===== config.mk =====
export PLATFORM = sky130hd
export DESIGN_NAME = mux_rr_reg
export DESIGN_NICKNAME = d
export VERILOG_FILES = /design/src/rtl/mux_rr_reg.sv
export SDC_FILE = /design/constraint.sdc
export NUM_CORES = 1
export LEC_CHECK = 0
export BUFFER_PORTS_ARGS = -buffer_cell sky130_fd_sc_hd__buf_2
export CORE_MARGIN = 5
export CORE_UTILIZATION = 25
export DETAILED_ROUTE_END_ITERATION = 8
export GPL_TIMING_DRIVEN = 0
export PLACE_DENSITY = 0.5
export SYNTH_ARGS = -nofsm -noshare
export SYNTH_HDL_FRONTEND = slang
export SYNTH_SLANG_ARGS = --single-unit
export TNS_END_PERCENT = 100

===== constraint.sdc =====
create_clock -name clk_i -period 5.92 [get_ports clk_i]
set_clock_uncertainty 0.15 [all_clocks]
set_input_delay 0.592 -clock clk_i [delete_from_list [all_inputs] [get_ports clk_i]]
set_output_delay 0.592 -clock clk_i [all_outputs]
set_load 0.05 [all_outputs]

===== src/rtl/mux_rr_reg.sv =====
// Registered N-channel mux with per-channel valid/ready handshake.
// Fixed-select or round-robin arbitration feeds a single output register.
module mux_rr_reg #(
  parameter int unsigned WIDTH    = 8,
  parameter int unsigned CHANNELS = 4,
  localparam int unsigned SEL_W   = $clog2(CHANNELS)
) (
  input  logic                      clk_i,
  input  logic                      rst_n_i,
  input  logic [CHANNELS*WIDTH-1:0] data_i,
  input  logic [CHANNELS-1:0]       valid_i,
  output logic [CHANNELS-1:0]       ready_o,
  input  logic                      mode_i,
  input  logic [SEL_W-1:0]          select_i,
  output logic [WIDTH-1:0]          q_o,
  output logic [SEL_W-1:0]          q_chan_o,
  output logic                      q_valid_o,
  input  logic                      q_ready_i
);

  logic [WIDTH-1:0] data_q, data_d;
  logic [SEL_W-1:0] chan_q, chan_d;
  logic             valid_q, valid_d;
  logic [SEL_W-1:0] ptr_q, ptr_d;

  logic             load_en;
  logic             gnt_found;
  logic [SEL_W-1:0] gnt_idx;
  int unsigned      sel_int;
  int unsigned      ptr_int;
  int unsigned      idx;

  assign load_en = !valid_q || q_ready_i;

  // Grant selection; round-robin takes the first valid channel at or above ptr, wrapping.
  always_comb begin
    gnt_found = 1'b0;
    gnt_idx   = '0;
    sel_int   = 32'(select_i);
    ptr_int   = 32'(ptr_q);
    idx       = 0;
    if (!mode_i) begin
      for (int unsigned k = 0; k < CHANNELS; k++) begin
        if (sel_int == k && valid_i[SEL_W'(k)]) begin
          gnt_found = 1'b1;
          gnt_idx   = SEL_W'(k);
        end
      end
    end else begin
      for (int unsigned i = 0; i < CHANNELS; i++) begin
        idx = ptr_int + i;
        if (idx >= CHANNELS) idx = idx - CHANNELS;
        if (!gnt_found && valid_i[SEL_W'(idx)]) begin
          gnt_found = 1'b1;
          gnt_idx   = SEL_W'(idx);
        end
      end
    end
  end

  always_comb begin
    ready_o = '0;
    if (rst_n_i && gnt_found && load_en) ready_o[gnt_idx] = 1'b1;
  end

  always_comb begin
    data_d  = data_q;
    chan_d  = chan_q;
    valid_d = valid_q;
    ptr_d   = ptr_q;
    if (load_en) begin
      valid_d = gnt_found;
      if (gnt_found) begin
        data_d = data_i[32'(gnt_idx)*WIDTH +: WIDTH];
        chan_d = gnt_idx;
        ptr_d  = (gnt_idx == SEL_W'(CHANNELS - 1)) ? '0 : gnt_idx + SEL_W'(1);
      end
    end
  end

  always_ff @(posedge clk_i) begin
    if (!rst_n_i) begin
      data_q  <= '0;
      chan_q  <= '0;
      valid_q <= 1'b0;
      ptr_q   <= '0;
    end else begin
      data_q  <= data_d;
      chan_q  <= chan_d;
      valid_q <= valid_d;
      ptr_q   <= ptr_d;
    end
  end

  assign q_o       = data_q;
  assign q_chan_o  = chan_q;
  assign q_valid_o = valid_q;

endmodule


Word level (Yosys, flattened, before mapping):

Cells that the tools add are included.

* input port bits: 42
* memory bits (read-only): 0
* flip-flop bits (word level): 13
* memories: 0
* bits in writable memories: 0
* bits in latches: 0

* shifts and indexed selects: 1
* reductions and logical operators: 17
* $add $sub $neg: 8
* muxes and demuxes: 40
* divide/modulo/power cells: 0
* $lt $le $gt $ge: 10
* multipliers: 0
* bitwise logic cells: 0
* equality and inequality tests: 4

Operators with widths (number)
* $mux 2: 16
* $shiftx 32x6->8: 1
* $mux 1: 18
* $lt 2x3->1 const B: 5
* $logic_and 1x1->1: 10
* $ge 3x3->1 const B: 3
* $bmux 1 s2: 4
* $sub 2x1->2 const B: 4
* $add 2x2->3 const B: 2
* $eq 2x2->1 const B: 3
* $logic_not 1->1: 4
* $mux 4: 1
* $add 2x1->3 const B: 1
* $ge 2x3->1 const B: 1
* $add 2x1->2 const B: 1
* $demux 1 s2: 1
* $eq 2x1->1 const B: 1
* $ge 2x1->1 const B: 1
* $logic_not 2->1: 1
* $reduce_and 2->1: 1
* $logic_or 1x1->1: 1

Longest topological paths before layout:

Gate-level depths: netlist of the first run.

* depth after elaboration: 24
* mapped depth: 9
* mapped depth without buffers: 7

Worst setup path after synthesis of the first run:

OpenSTA, ideal clock, no wires.

* kind: input port to output port
* start point: in valid_i[3]
* end point: out ready_o[3]
* path buffers: 2
* path slack: 2.736 ns
* required time: 5.178 ns
* data arrival time: 2.442 ns
* stages on the path: 8
* cells stage by stage: buf_6 nand2b_4 a2111oi_4 nor3_2 a221oi_4 buf_6 ha_1 and2_1

* word-level cells in the longest chain between the ends: 21
* elaborated cells on any way between the ends: 38
* classes of those cells: order compare: 2; mux: 26; reduce/logical: 10

Ends and longest elaborated chain
* start, declared: RTL line 11 `input logic [CHANNELS-1:0] valid_i,`
* $bmux 1 s2: RTL line 53 `if (!gnt_found && valid_i[SEL_W'(idx)]) begin`
* $mux 1 (implied by the code): RTL line 53
* $mux 1: RTL line 53
* $mux 1: RTL line 42 `if (!mode_i) begin`
* $logic_not 1->1: RTL line 53
* $logic_and 1x1->1: RTL line 53
* $mux 1: RTL line 53
* $mux 1: RTL line 42
* (+6 left out)
* $mux 2: RTL line 53
* $mux 2 *: RTL line 42
* net gnt_idx[1]: RTL line 28 `logic [SEL_W-1:0] gnt_idx;`
* $lt 2x3->1 (implied by the code) or $ge 2x1->1 (tied branches): RTL line 63 `if (rst_n_i && gnt_found && load_en) ready_o[gnt_idx] = 1'b1;`
* $logic_and 1x1->1 (implied by the code): RTL line 63
* $mux 1 (implied by the code): RTL line 63
* $demux 1 s2 *: RTL line 63
* $mux 4 *: RTL line 63
* end, declared: RTL line 12 `output logic [CHANNELS-1:0] ready_o,`

Mark *: on every way through the listed nets, which the timed path passes. The rest lies on a longest branch. The select of a mux whose other input is x is not followed.

Worst setup path after layout of the first run:

* start point: in valid_i[3]
* end point: out ready_o[0]

The elaborated chain is that of the path after synthesis.

==> results of run 1 <==
registers in the layout, indices dropped and copies added, names as in the netlist:
name and count:
ptr_q 2, q_chan_o 2, q_o 8, q_valid_o 1
metrics by stage:
stage / setup WS (ns) / hold WS (ns) / total power, mW / instances
floorplan: 2.74 / 0.456 / 0.246 / 148
global placement: 2.58 / 0.280 / 0.293 / 267
detailed placement: 2.58 / 0.286 / 0.293 / 267
CTS: 2.57 / 0.295 / 0.373 / 271
global route: 2.45 / 0.313 / 0.395 / 271
finish: 2.59 / 0.289 / 0.370 / 271
final cells by class:
class,count,area (um2)
multi-input cells,105,820
well taps,67,83.8
flip-flops and latches,13,260
inverters,17,66.3
clock buffers,4,45.0
fillers,541,3150
plain buffers,13,105
repair buffers,52,260
metal layers:
layer  part of all wire  GRT usage  vias up
li1                   -          -      648
met1               0.49      0.173      561
met2               0.44      0.148       35
met3              0.058     0.0177        2
met4              0.010     0.0389        0
met5                  0          0        -
how the worst max path moves through the flow:
stage                     depth (start not counted)  slack, ns          to
after detailed placement                         10       2.58  ready_o[0]
after CTS                                        10       2.57  ready_o[0]
after floorplan                                   8       2.74  ready_o[3]
after global routing                             10       2.45  ready_o[0]
final                                            10       2.59  ready_o[0]
after global placement                           10       2.58  ready_o[1]
power groups by stage:
stage / Combinational (mW) / Clock, mW / Sequential [mW]
finish: 0.186 / 0.0792 / 0.105
global route: 0.201 / 0.0875 / 0.106
CTS: 0.187 / 0.0812 / 0.105
detailed placement: 0.186 / 0 / 0.107
global placement: 0.186 / 0 / 0.107
floorplan: 0.103 / 0 / 0.142
cells by family (layout without fill, tap and decap cells):
group	after synthesis	after routing	synth area share
fa+ha+maj	4	4	0.0400
compound gates	49	49	0.367
flops	13	13	0.208
buf+inv	30	86	0.137
mux	5	5	0.0410
simple gates	47	47	0.207
worst max-delay path, delay by kind of cell:
family | cells | cell delay [ns]
buffers and inverters | 4 | 0.58
AOI/OAI and AO/OA | 2 | 0.87
adders and majority gates | 1 | 0.16
and+or+nand+nor | 3 | 0.37
cell usage after synthesis (all sizes together):
| library cell | number |
|---|---|
| ha | 4 |
| a32o | 1 |
| a2111oi | 1 |
| o31ai | 8 |
| a221oi | 2 |
| mux2 | 1 |
| a41oi | 1 |
| mux2i | 4 |
| buf | 12 |
| clkbuf | 1 |
| nor3 | 2 |
| dfxtp | 13 |
| nand4 | 1 |
| and3 | 1 |
| a41o | 1 |
| a21oi | 4 |
| o211ai | 1 |
| nor2 | 7 |
| and2 | 4 |
| nand3 | 17 |
| o21ai | 6 |
| a21boi | 8 |
| a211oi | 8 |
| nand2 | 4 |
| inv | 17 |
| nand3b | 1 |
| o211a | 8 |
| nand2b | 7 |
| or2 | 2 |
| nor4 | 1 |
==> impl_metrics.csv, run 1 <==
group,metric,value,unit
timing,max_freq,301,MHz
timing,finalHoldViolations,0,
floorplanning,die_w,80.7,um
worst_setup_path,cpPeakStageDelay,0.51,ns
worst_setup_path,ff2ff_setup_slack,3.51,ns
synth,yosys_warnings,0,
layout,layout-drive-gt1-share,0.436,
placement,gp_congestion,0.759,
power,p_seq_frac,0.284,
timing,min_period,3.33,ns
power,p_sw_frac,0.423,
layout,num_antenna_cells,0,
worst_setup_path,regToRegEndpoint,"ptr_q[1]$_SDFFE_PN0P_",
clock_network,cts_tree,"yes",
run,drv_cap,0,
floorplanning,core-area,4790,um2
clock_network,cts_hold_buf,0,
worst_setup_path,worst-r2r-cell-count,9,
detailed_routing,wirelength,3700,um
power,p_per_area,225,nW/um2
worst_setup_path,startpoint,"valid_i[3]",
grt,grt_max_degree,12,
placement,dp_hpwl,2890,um
worst_setup_path,crit_arrival,2.58,ns
timing,slew_headroom,0.672,
timing,setup_viol,0,
detailed_routing,antenna_left,0,
synth,yosys-top-cells-area,"dfxtp_1 (21%), o31ai_2 (8.0%), nand3_1 (6.8%), o211a_1 (6.4%), a211oi_1 (4.8%)",
detailed_routing,via_count,1246,
floorplanning,io-pin-count,57,
layout,area_delta_synth_final,31.1,%
synth,synth.avg_cell_area,8.45,um2
detailed_routing,drtPass1Iterations,4,
worst_setup_path,critPathCaptureType,"primary output",
synth,syn_nets,194,
worst_setup_path,setup.worst_path.class,"primary input to primary output",
grt,grt.overflow.total,0,
timing,fin_crit_sh,0.562,
hold_path,hold_path_end,"q_chan_o[0]$_SDFFE_PN0P_",
clock_network,clk_latency,0.24,ns
placement,place_area,1600,um2
timing,rsz0062_at_grt,"no",
hold_path,min_from,"q_chan_o[0]$_SDFFE_PN0P_",
power,peakVddDrop,0.0914,mV
synth,ys_seq_area_frac,0.208,
power,p_switching,0.157,mW
detailed_routing,avgRoutedWirePerCell,13.6,um
worst_setup_path,worstSetupStartpointType,"primary input",
detailed_routing,dr.first_iter.drc_count,71,
synth,netlist_area,1250,um2
synth,ys_ff_latch,13,
synth,ys_types,40,
clock_network,cts_buffer_depth,2,
grt,grt_pass1_wl,5750,um
power,p_leak,0.833,nW
floorplanning,rows,25,
layout,final_common_cell,"buf_2",
layout,post-route-util,0.343,
placement,port_buffers,52,
layout,layout_common_cells,"buf_2 (55), nand3_1 (17), inv_1 (13), dfxtp_1 (13)",
synth,synth_top_area_share,0.208,
clock_network,cts_max_level,1,
worst_setup_path,cpMostUsedCell,"buf_6",
clock_network,cts.clk_slew.worst_paths,0.06,ns
clock_network,cts_setup_buffers,0,
power,clockPowerShare,0.214,
floorplanning,dieArea,6520,um2
hold_path,min_path_type,"register to register",
worst_setup_path,r2r-start,"ptr_q[0]$_SDFFE_PN0P_",
power,share_comb_of_total_power,0.502,
timing,slew_viol_final,0,
clock_network,numCtsBuffers,3,
hold_path,hold_depth,2,
clock_network,cts_root_buf,"clkbuf_8",
detailed_routing,routed_via_density,4.60,
synth,synthCells,148,
status,status,"complete, no violations",
timing,fin_setup_tns,0,ns
worst_setup_path,crit_chain,"buf_6 > nand2b_4 > a2111oi_4 > nor3_2 > a221oi_4 > buf_6 > inv_2 > ha_1 > and2_1 > buf_2",
timing,tightest_slew,0.491,ns
worst_setup_path,worst_ep_required_time,5.18,ns
clock_network,cts_resized,0,
detailed_routing,drc,0,
power,internal-power,0.213,mW
worst_setup_path,cp_slowest_cell,"a221oi_4",
worst_setup_path,cp_max_fo,11,
floorplanning,die_y,80.7,um
clock_network,clkSinkCount,13,
synth,synth_top_area_cell,"dfxtp_1",
grt,grt_pass1_vias,1173,
floorplanning,start_util,0.261,
grt,track_usage,0.110,
grt,antenna_found_initial,0,
layout,final_area,1640,um2
layout,final_nets,251,
Note: power is estimated with default switching activity, not from simulation.
==> run 2: changes to the inputs <==
PLACE_DENSITY = 0.52   (was 0.5)
clock period = 2.9 ns   (was 5.92 ns; I/O delays follow)
==> run 2 against run 1 <==
  * Combinational power increased by 110%
  * Cell count increased by 1.1%
  * Worst hold slack got worse by 0.12 ns
  * Final area increased by 2.6%
  * Largest cell class unchanged
==> impl_metrics.csv, run 2 (synthesis gave the netlist of run 1 again) <==
group,metric,value,unit
timing,rsz0062_at_grt,"no",
layout,largest_register_ffs,8,
grt,track_usage,0.110,
detailed_routing,drc,0,
clock_network,clk_latency,0.24,ns
worst_setup_path,setup.worst_path.class,"register to primary output",
timing,min_period,2.75,ns
layout,post-route-util,0.352,
power,p_leak,0.847,nW
timing,fin_crit_sh,0.947,
worst_setup_path,worst_ep_required_time,2.46,ns
worst_setup_path,worstSetupStartpointType,"register",
clock_network,clkSinkCount,13,
timing,layout_setup_ws,0.154,ns
layout,num_antenna_cells,0,
timing,finalHoldViolations,0,
worst_setup_path,critPathCaptureType,"primary output",
grt,grt_pass1_vias,1154,
timing,max_freq,364,MHz
floorplanning,die_y,80.7,um
timing,tightest_slew,0.440,ns
grt,grt_max_degree,12,
floorplanning,die_w,80.7,um
worst_setup_path,r2r-start,"ptr_q[0]$_SDFFE_PN0P_",
worst_setup_path,startpoint,"ptr_q[0]$_SDFFE_PN0P_",
floorplanning,io-pin-count,57,
placement,gp_congestion,0.754,
layout,final_common_cell,"buf_2",
clock_network,cts.clk_slew.worst_paths,0.05,ns
layout,layout_common_cells,"buf_2 (53), nand3_1 (17), inv_1 (13), dfxtp_1 (13)",
detailed_routing,dr.first_iter.drc_count,69,
worst_setup_path,worst-r2r-cell-count,9,
detailed_routing,wirelength,3630,um
worst_setup_path,crit_arrival,2.31,ns
worst_setup_path,ff2ff_setup_slack,0.70,ns
floorplanning,rows,25,
clock_network,cts_tree,"yes",
layout,fin_cells,274,
clock_network,cts_buffer_depth,2,
clock_network,cts_max_level,1,
layout,area_delta_synth_final,34.5,%
layout,layout-drive-gt1-share,0.449,
placement,place_area,1600,um2
clock_network,cts_root_buf,"clkbuf_8",
placement,port_buffers,52,
worst_setup_path,regToRegEndpoint,"ptr_q[1]$_SDFFE_PN0P_",
layout,fillers,533,
floorplanning,core-area,4790,um2
detailed_routing,via_count,1269,
placement,dp.cells,267,
worst_setup_path,cp_max_fo,11,
detailed_routing,routed_via_density,4.63,
grt,grt_pass1_wl,5640,um
detailed_routing,antenna_left,0,
grt,antenna_found_initial,0,
timing,fin_setup_tns,0,ns
timing,slew_headroom,0.705,
layout,final_nets,254,
placement,dp_slack,0.151,ns
hold_path,min_path_type,"primary input to register",
timing,whs,0.173,ns
power,peakVddDrop,0.190,mV
worst_setup_path,cp-endpoint,"ready_o[3]",
run,drv_cap,0,
clock_network,numCtsBuffers,3,
placement,dp_hpwl,2770,um
floorplanning,dieArea,6520,um2
power,p_per_area,457,nW/um2
timing,setup_viol,0,
detailed_routing,avgRoutedWirePerCell,13.2,um
timing,slew_viol_final,0,
layout,final_area,1680,um2
detailed_routing,drtPass1Iterations,4,
power,p_total,0.769,mW
status,status,"complete, no violations",
floorplanning,start_util,0.261,
grt,grt.overflow.total,0,
## run 2: cell types whose count changed in the layout (fill, tap and decap cells not counted), sizes merged
| cell | change |
|---|---|
| clkbuf | +2 |
| buf | +1 |
## run 2: final cells by class
| class | count | area, um2 | share of cell area |
|---|---|---|---|
| Inverter | 17 | 66.3 | 0.0394 |
| Timing Repair Buffer | 55 | 288 | 0.171 |
| Buffer | 13 | 105 | 0.0625 |
| Multi-Input combinational cell | 105 | 835 | 0.496 |
| Tap cell | 67 | 83.8 | 0.0498 |
| Sequential cell | 13 | 260 | 0.155 |
| Clock buffer | 4 | 45.0 | 0.0268 |
## run 2: where the power goes
part	total, mW	switching [mW]	internal (mW)
registers	0.216	0.0116	0.204
clock network	0.162	0.0645	0.0971
logic	0.392	0.247	0.145
total	0.769	0.323	0.446
## run 2: worst min-delay path by stage
| stage | startpoint | slack [ns] | to | depth (start not counted) |
|---|---|---|---|---|
| 5_1_grt | rst_n_i | 0.18 | q_chan_o[0]$_SDFFE_PN0P_ | 3 |
| 6_report | rst_n_i | 0.17 | q_chan_o[0]$_SDFFE_PN0P_ | 3 |
| 2_1_floorplan | q_ready_i | 0.34 | q_valid_o$_SDFFE_PN0N_ | 2 |
| 3_5_place_dp | q_chan_o[0]$_SDFFE_PN0P_ | 0.28 | q_chan_o[0]$_SDFFE_PN0P_ | 2 |
| 3_3_place_gp | q_chan_o[0]$_SDFFE_PN0P_ | 0.28 | q_chan_o[0]$_SDFFE_PN0P_ | 2 |
| 4_1_cts | rst_n_i | 0.17 | q_chan_o[0]$_SDFFE_PN0P_ | 3 |
## run 2: worst max-delay path: stages (launching register included)
cell and delay (ns):
dfxtp_1 0.30, buf_4 0.16, nand2b_4 0.07, a2111oi_4 0.35, nor3_2 0.10, a221oi_4 0.33
buf_6 0.20, ha_1 0.17, and2_1 0.12, buf_2 0.25
## run 2: timing repair
action / CTS / global route
buffers inserted: 1 / 2
hold buffers: 0 / 0
gates resized for setup: 0 / 4
endpoints found under the setup margin: 4 / 2
pin swaps: 1 / 1
## run 2: per-layer routing
metal / share of wire / vias to the layer above / GRT usage
met5: 0 / - / 0
met4: 0.0099 / 0 / 0.0253
met3: 0.065 / 4 / 0.0166
met2: 0.42 / 45 / 0.151
met1: 0.51 / 566 / 0.176
li1: - / 654 / -
==> run 3: changes to the inputs <==
BUFFER_PORTS_ARGS = default   (was -buffer_cell sky130_fd_sc_hd__buf_2)
DONT_BUFFER_PORTS = 1   (was default)
PLACE_DENSITY = 0.42   (was 0.52)
==> run 3 against run 2 <==
  * Utilization fell by 5.7 points
  * Clock power rose by 4%
  * Sequential power rose by 36%
  * Routed wire length rose by 5.2%
  * Power down 5.4%
  * Critical path type unchanged
  * Setup slack better by 0.014 ns
  * Final area shrank 16%
  * Worst hold slack worse by 0.063 ns
  * Sequential cell count is the same
  * Fmax up 0.50%
==> impl_metrics.csv, run 3 (synthesis gave the netlist of run 1 again) <==
group,metric,value,unit
floorplanning,io-pin-count,57,
run,drv_cap,0,
timing,max_freq,366,MHz
floorplanning,die_w,80.7,um
detailed_routing,drc,0,
grt,grt_pass1_vias,1141,
timing,rsz0062_at_grt,"no",
hold_path,min_path_type,"primary input to register",
clock_network,cts_root_buf,"clkbuf_8",
placement,dp_slack,0.0931,ns
detailed_routing,antenna_left,0,
timing,layout_setup_ws,0.168,ns
timing,finalHoldViolations,0,
floorplanning,core-area,4790,um2
worst_setup_path,worst_ep_required_time,2.46,ns
worst_setup_path,cp_max_fo,11,
status,status,"complete, no violations",
layout,fillers,519,
layout,layout-drive-gt1-share,0.273,
worst_setup_path,critPathCaptureType,"primary output",
detailed_routing,via_count,1154,
worst_setup_path,crit_chain,"buf_4 > nand2b_1 > and3_1 > o211ai_4 > nand2_2 > inv_4 > clkbuf_4 > ha_1 > and2_2",
clock_network,clk_latency,0.24,ns
timing,setup_viol,0,
layout,final_common_cell,"nand3_1",
power,p_per_area,516,nW/um2
layout,num_antenna_cells,0,
power,peakVddDrop,0.192,mV
placement,gp_congestion,0.846,
timing,slew_viol_final,0,
layout,layout_common_cells,"nand3_1 (17), inv_1 (13), dfxtp_1 (13)",
clock_network,cts.clk_slew.worst_paths,0.06,ns
grt,use_met3,0.0477,
timing,tightest_slew,0.574,ns
grt,grt_util_met2,0.195,
worst_setup_path,path_buf_inv,3,
worst_setup_path,cpPeakStageDelay,0.30,ns
worst_setup_path,cpLargestDelayFamily,"simple AND/OR/NAND/NOR gates",
clock_network,cts_hold_buf,0,
power,p_total,0.727,mW
layout,seqCellArea,260,um2
floorplanning,start_util,0.261,
detailed_routing,routed_via_density,5.22,
grt,grt_use_met1,0.161,
worst_setup_path,crit_arrival,2.29,ns
grt,grt_pass1_wl,6070,um
placement,dp.cells,215,
layout,area_delta_synth_final,12.6,%
placement,port_buffers,0,
detailed_routing,avgRoutedWirePerCell,17.3,um
detailed_routing,drtPass1Iterations,4,
clock_network,cts_max_level,1,
power,p_leak,0.624,nW
detailed_routing,wirelength,3810,um
clock_network,clkSinkCount,13,
layout,final_nets,201,
timing,fin_crit_sh,0.942,
floorplanning,dieArea,6520,um2
worst_setup_path,setup.worst_path.class,"register to primary output",
grt,track_usage,0.122,
timing,slew_headroom,0.617,
grt,grt.overflow.total,0,
timing,fin_setup_tns,0,ns
grt,antenna_found_initial,0,
timing,min_period,2.73,ns
grt,grt_max_degree,12,
floorplanning,die_y,80.7,um
layout,multi_input_area,833,um2
clock_network,cts_tree,"yes",
placement,dp_hpwl,2930,um
grt,top_usage_layer,"met2",
worst_setup_path,worstSetupStartpointType,"register",
floorplanning,rows,25,
detailed_routing,dr.first_iter.drc_count,106,
clock_network,numCtsBuffers,3,
clock_network,cts_buffer_depth,2,
layout,fin_cells,221,
worst_setup_path,cp_slowest_cell,"dfxtp_1",
layout,largest_register_ffs,8,
## run 3: layer usage
layer	up-vias	share of wire
met1	547	0.44
met3	2	0.10
met2	58	0.46
li1	547	-
met5	-	0
met4	0	0.0010
## run 3: power by group
| group | internal, mW | switching [mW] |
|---|---|---|
| Sequential | 0.204 | 0.0889 |
| Combinational | 0.110 | 0.157 |
| Clock | 0.0972 | 0.0713 |
## run 3: worst paths after layout
kind                                            start                     end  slack (ns)  cells after the start
worst max-delay path            ptr_q[0]$_SDFFE_PN0P_              ready_o[2]        0.17                      9
worst max register to register  ptr_q[0]$_SDFFE_PN0P_   ptr_q[1]$_SDFFE_PN0P_        0.71                      9
worst min register to register  ptr_q[0]$_SDFFE_PN0P_   ptr_q[0]$_SDFFE_PN0P_        0.51                      3
worst min-delay path                        q_ready_i  q_valid_o$_SDFFE_PN0N_        0.11                      2
## run 3: through the flow
stage,instance area (um2),hold WS [ns],util
global route,1410,0.105,0.294
detailed placement,1340,0.368,0.279
global placement,1340,0.359,0.279
floorplan,1250,0.344,-
finish,1410,0.110,0.294
CTS,1400,0.110,0.293
## run 3: repair_timing
action                                  4_1_cts  5_1_grt
setup buffers                                 1        1
pin swaps                                     1        1
gates resized for setup                       4        1
endpoints found under the setup margin        4        2
## run 3: final cells by class
class / count / share of cell area
sequential: 13 / 0.185
inverter: 17 / 0.0471
multi-input combinational: 105 / 0.591
clock buffer: 4 / 0.0320
tap: 67 / 0.0595
buffer: 13 / 0.0746
timing repair buffer: 2 / 0.0107
